`src/rtl/systolic_feeder.sv`:
```
// Operand feeder for the 3x3 systolic multiplier: stores A and B, then replays them
// as diagonally skewed row/column streams framed by an array clear and a done pulse.
module systolic_feeder #(
    parameter int DATA_W       = 8,
    parameter int DRAIN_CYCLES = 8
) (
    input  logic                  clk,
    input  logic                  reset,
    input  logic                  load_valid,
    output logic                  load_ready,
    input  logic                  load_sel,
    input  logic [1:0]            load_row,
    input  logic [3*DATA_W-1:0]   load_data,
    input  logic                  start,
    output logic                  busy,
    output logic                  done,
    output logic                  array_clr,
    output logic [DATA_W-1:0]     a1,
    output logic [DATA_W-1:0]     a2,
    output logic [DATA_W-1:0]     a3,
    output logic [DATA_W-1:0]     b1,
    output logic [DATA_W-1:0]     b2,
    output logic [DATA_W-1:0]     b3
);

    typedef enum logic [2:0] {IDLE, CLR, STREAM, DRAIN, DONE} state_t;

    state_t            state_reg;
    logic [2:0]        step_reg;
    logic [7:0]        drain_reg;
    logic              busy_reg;
    logic              ready_reg;
    logic              done_reg;
    logic              clr_reg;

    logic [DATA_W-1:0] a_mem [3][3];
    logic [DATA_W-1:0] b_mem [3][3];
    logic [DATA_W-1:0] a_reg [3];
    logic [DATA_W-1:0] b_reg [3];
    logic [DATA_W-1:0] a_next [3];
    logic [DATA_W-1:0] b_next [3];

    // Row write port; row index 3 is a legal no-op.
    always_ff @(posedge clk or negedge reset) begin
        if (!reset) begin
            for (int r = 0; r < 3; r++) begin
                for (int c = 0; c < 3; c++) begin
                    a_mem[r][c] <= '0;
                    b_mem[r][c] <= '0;
                end
            end
        end else if (load_valid && ready_reg && load_row != 2'd3) begin
            for (int c = 0; c < 3; c++) begin
                if (load_sel)
                    b_mem[load_row][c] <= load_data[c*DATA_W +: DATA_W];
                else
                    a_mem[load_row][c] <= load_data[c*DATA_W +: DATA_W];
            end
        end
    end

    // Lane gi lags lane 0 by gi steps, producing the diagonal skew.
    for (genvar gi = 0; gi < 3; gi++) begin : g_lane
        logic [2:0] diff;
        logic       hit;
        assign diff       = step_reg - 3'(gi);
        assign hit        = (state_reg == STREAM) && (step_reg >= 3'(gi)) && (diff <= 3'd2);
        assign a_next[gi] = hit ? a_mem[gi][diff[1:0]] : '0;
        assign b_next[gi] = hit ? b_mem[diff[1:0]][gi] : '0;
    end

    always_ff @(posedge clk or negedge reset) begin
        if (!reset) begin
            state_reg <= IDLE;
            step_reg  <= '0;
            drain_reg <= '0;
            busy_reg  <= 1'b0;
            ready_reg <= 1'b1;
            done_reg  <= 1'b0;
            clr_reg   <= 1'b0;
            for (int i = 0; i < 3; i++) begin
                a_reg[i] <= '0;
                b_reg[i] <= '0;
            end
        end else begin
            done_reg <= 1'b0;
            clr_reg  <= 1'b0;
            for (int i = 0; i < 3; i++) begin
                a_reg[i] <= a_next[i];
                b_reg[i] <= b_next[i];
            end
            // Each state decides what the outputs show after the next edge,
            // so busy covers the done cycle before dropping.
            case (state_reg)
                IDLE: begin
                    busy_reg  <= start;
                    ready_reg <= !start;
                    if (start)
                        state_reg <= CLR;
                end
                CLR: begin
                    clr_reg   <= 1'b1;
                    step_reg  <= '0;
                    state_reg <= STREAM;
                end
                STREAM: begin
                    step_reg <= step_reg + 3'd1;
                    if (step_reg == 3'd4) begin
                        drain_reg <= '0;
                        state_reg <= DRAIN;
                    end
                end
                DRAIN: begin
                    drain_reg <= drain_reg + 8'd1;
                    if (drain_reg == 8'(DRAIN_CYCLES - 1))
                        state_reg <= DONE;
                end
                DONE: begin
                    done_reg  <= 1'b1;
                    state_reg <= IDLE;
                end
                default: state_reg <= IDLE;
            endcase
        end
    end

    assign load_ready = ready_reg;
    assign busy       = busy_reg;
    assign done       = done_reg;
    assign array_clr  = clr_reg;
    assign a1         = a_reg[0];
    assign a2         = a_reg[1];
    assign a3         = a_reg[2];
    assign b1         = b_reg[0];
    assign b2         = b_reg[1];
    assign b3         = b_reg[2];

endmodule

```
`config.mk`:
```
export PLATFORM = sky130hd
export DESIGN_NAME = systolic_feeder
export DESIGN_NICKNAME = d
export VERILOG_FILES = /design/src/rtl/systolic_feeder.sv
export SDC_FILE = /design/constraint.sdc
export NUM_CORES = 1
export LEC_CHECK = 0
export CAP_MARGIN = 20
export CORE_MARGIN = 3
export CORE_UTILIZATION = 50
export CTS_BUF_LIST = sky130_fd_sc_hd__clkbuf_4 sky130_fd_sc_hd__clkbuf_8
export DETAILED_ROUTE_END_ITERATION = 10
export PLACE_DENSITY = 0.81
export REMOVE_ABC_BUFFERS = 1
export SLEW_MARGIN = 25
export SYNTH_ARGS = -nofsm -noshare
export SYNTH_HDL_FRONTEND = slang
export SYNTH_SLANG_ARGS = --single-unit
```
`constraint.sdc`:
```
create_clock -name clk -period 6.7 [get_ports clk]
set_clock_uncertainty 0.2 [all_clocks]
set_input_delay 1.34 -clock clk [delete_from_list [all_inputs] [get_ports clk]]
set_output_delay 1.34 -clock clk [all_outputs]
set_load 0.05 [all_outputs]
```
==> summary.txt <==
commonest cells after routing, fill and taps aside: dfrtp_1 (207), mux2_2 (178), clkdlybuf4s50_1 (81)
Placer Congestion: 0.791
clock latency on the worst-skew pair: 0.52 ns
final core occ: 0.615
Post-Syn Area: 8900 um2
grt ovf: 0
fin. max-slew vios: 0
# setup viols final: 0
Post-synth EDFFs: 0
Die Y: 139 um
detailed placer's ending HPWL: 12.3 mm
Core Area: 17,400 um2
number of core rows: 48
hold bufs inserted after CTS: 0
largest net degree at the start of global routing: 81
worst-path maximum fanout: 54
Reg clk slew, reported paths: 0.06 ns
Die Area: 19,400 um2
Peak supply drop: 0.000279 V
most common cell after layout, fill and taps aside: dfrtp_1
status: completed
DRC: 0
total CTS buffers: 35
chip width: 139 um
Critical Path RT: 6.93 ns
Fin Setup TNS: 0 ns
final instance area: 10,700 um2
initial antenna violation count: 0
CP Launch Type: flip-flop
drt initial violations: 390
share of layout cells above drive strength 1: 0.340
RSZ-0062 raised after global routing: false
clock root cell: clkbuf_8
maximum operating frequency: 272 MHz
Period minus WS final: 3.68 ns
Synth cell types: 42
global-route wire length before repair: 33.3 mm
Max-cap violations: 0
# port buffers: 82
antenna cells: 0
synth warn: 0
Vias/cell: 5.71
worst slew pin tran: 0.949 ns
Synth async-reset ratio: 1.00
Setup crit end kind: flip-flop
CTS HTree Levels: 2
biggest regs: a_mem x72, b_mem x72
ys flop type: dfrtp_1
PwrDens: 509 nW/um2
fillcell total: 1,287
sequential share of the synthesized area: 0.591
Gate Count Post-Synth: 661
Final period util: 0.550
Mapped Avg Cell Area: 13.5 um2
nets: 794
GRT Total Usage: 0.213
critical path arrival: 3.91 ns
Hold Fails Final Rpt: 0
P_leak: 4.59 nW
total number of vias: 5,715
crit-path cells: buf_4 > inv_1 > ha_1 > nor2b_2 > a22oi_1 > nor3_1
initial core utilization: 0.513
CTS Buffer Depth: 3
Post-CTS Setup Bufs: 0
register bit total from synthesis: 210
Max stage delay on crit path: 0.99 ns
drt wl/cell: 20.0 um
FF-to-FF setup slack: 3.02 ns
worst min-delay path category: reg2reg
Cell Area, Placed: 9940 um2
area delta synth->final: 20.0%
post-route ant nets: 0
CTS Sinks: 210
CTS tree: built
Pre-antenna DRT Iters: 5
cts repair resizes: 0
I/O pins: 83
slew margin rel.: 0.367
slowest CP cell: ha_1
crit path kind: reg2reg
Total Wirelength: 20.0 mm
number of global-route vias before repair: 6,300
-- cell usage after synthesis (2+ instances only) --
| cell type | number | area, um2 |
|---|---|---|
| dfrtp_1 | 209 | 5230 |
| mux2_2 | 178 | 2000 |
| nand2_1 | 39 | 146 |
| nand3_1 | 22 | 110 |
| o21ai_0 | 22 | 110 |
| a21oi_1 | 21 | 105 |
| buf_2 | 20 | 100 |
| mux2i_1 | 20 | 200 |
| nor3_1 | 20 | 100 |
| and2_1 | 18 | 113 |
| a22oi_1 | 16 | 120 |
| clkbuf_1 | 15 | 56.3 |
| ha_1 | 9 | 113 |
| nor2_1 | 7 | 26.3 |
| inv_1 | 5 | 18.8 |
| nand2b_1 | 4 | 25.0 |
| a21o_1 | 2 | 15.0 |
| buf_1 | 2 | 7.51 |
| buf_4 | 2 | 15.0 |
| buf_6 | 2 | 22.5 |
| nand3b_1 | 2 | 15.0 |
| nor2b_1 | 2 | 12.5 |
| nor4_1 | 2 | 12.5 |
| o211ai_1 | 2 | 15.0 |
| o31ai_1 | 2 | 15.0 |
| or3_1 | 2 | 12.5 |
-- worst max-delay path, delay by kind of cell (launching register included) --
family          cells  cell delay [ns]
fa+ha+maj           1             0.99
simple gates        2             0.97
buf+inv             2             0.87
flops               1             0.34
compound gates      1             0.20
-- metal layers --
metal	routed length, um	vias to the layer above	global-route usage
met3	1010	46	0.0440
li1	-	2538	-
met2	10100	184	0.361
met5	0	-	0
met1	8260	2947	0.273
met4	626	0	0.0798
-- report_power, final --
| group | total (W) | switching, W | internal [W] |
|---|---|---|---|
| sequential | 0.00211 | 0.000303 | 0.00181 |
| clock | 0.00118 | 0.000488 | 0.000694 |
| combinational | 0.00214 | 0.00119 | 0.000950 |
| total | 0.00543 | 0.00198 | 0.00345 |
-- kinds of logic after synthesis --
family                   after synthesis  synth area share
buffers and inverters                 47            0.0252
flip-flops                           210             0.591
AND/OR/NAND/NOR                      123            0.0702
AO/OA/AOI/OAI                         73            0.0527
XOR/XNOR                               1          0.000984
adder cells (fa/ha/maj)                9            0.0127
multiplexers                         198             0.248
-- stage by stage --
stage	std cells	power (W)	hold slack (ns)	worst slack, ns
after CTS	1001	0.00547	0.299	3.00
after global placement	941	0.00412	0.273	2.94
after global routing	1001	0.00577	0.316	2.79
final	1001	0.00543	0.301	3.02
after detailed placement	942	0.00426	0.292	3.08
after floorplan	620	0.00354	0.256	2.85
-- cell type report --
cell class,instances,area [um2],share of cell area
Multi-Input combinational cell,404,3430,0.321
Tap cell,225,282,0.0264
Inverter,6,22.5,0.00211
Sequential cell,210,5260,0.492
Clock inverter,3,46.3,0.00433
Timing Repair Buffer,97,945,0.0884
Clock buffer,56,696,0.0651
-- path summary, 6_finish.rpt --
kind | start | end | depth (start not counted)
max in group asynchronous | reset | step_reg[1] | 2
hold / removal | b_mem[59] | b_mem[59] | 1
setup / recovery | step_reg[1] | b2[7] | 6
hold reg to reg | b_mem[59] | b_mem[59] | 1
min in group asynchronous | reset | b_mem[2] | 1
setup reg to reg | step_reg[1] | b2[7] | 6
(Power assumes the default switching activity.)
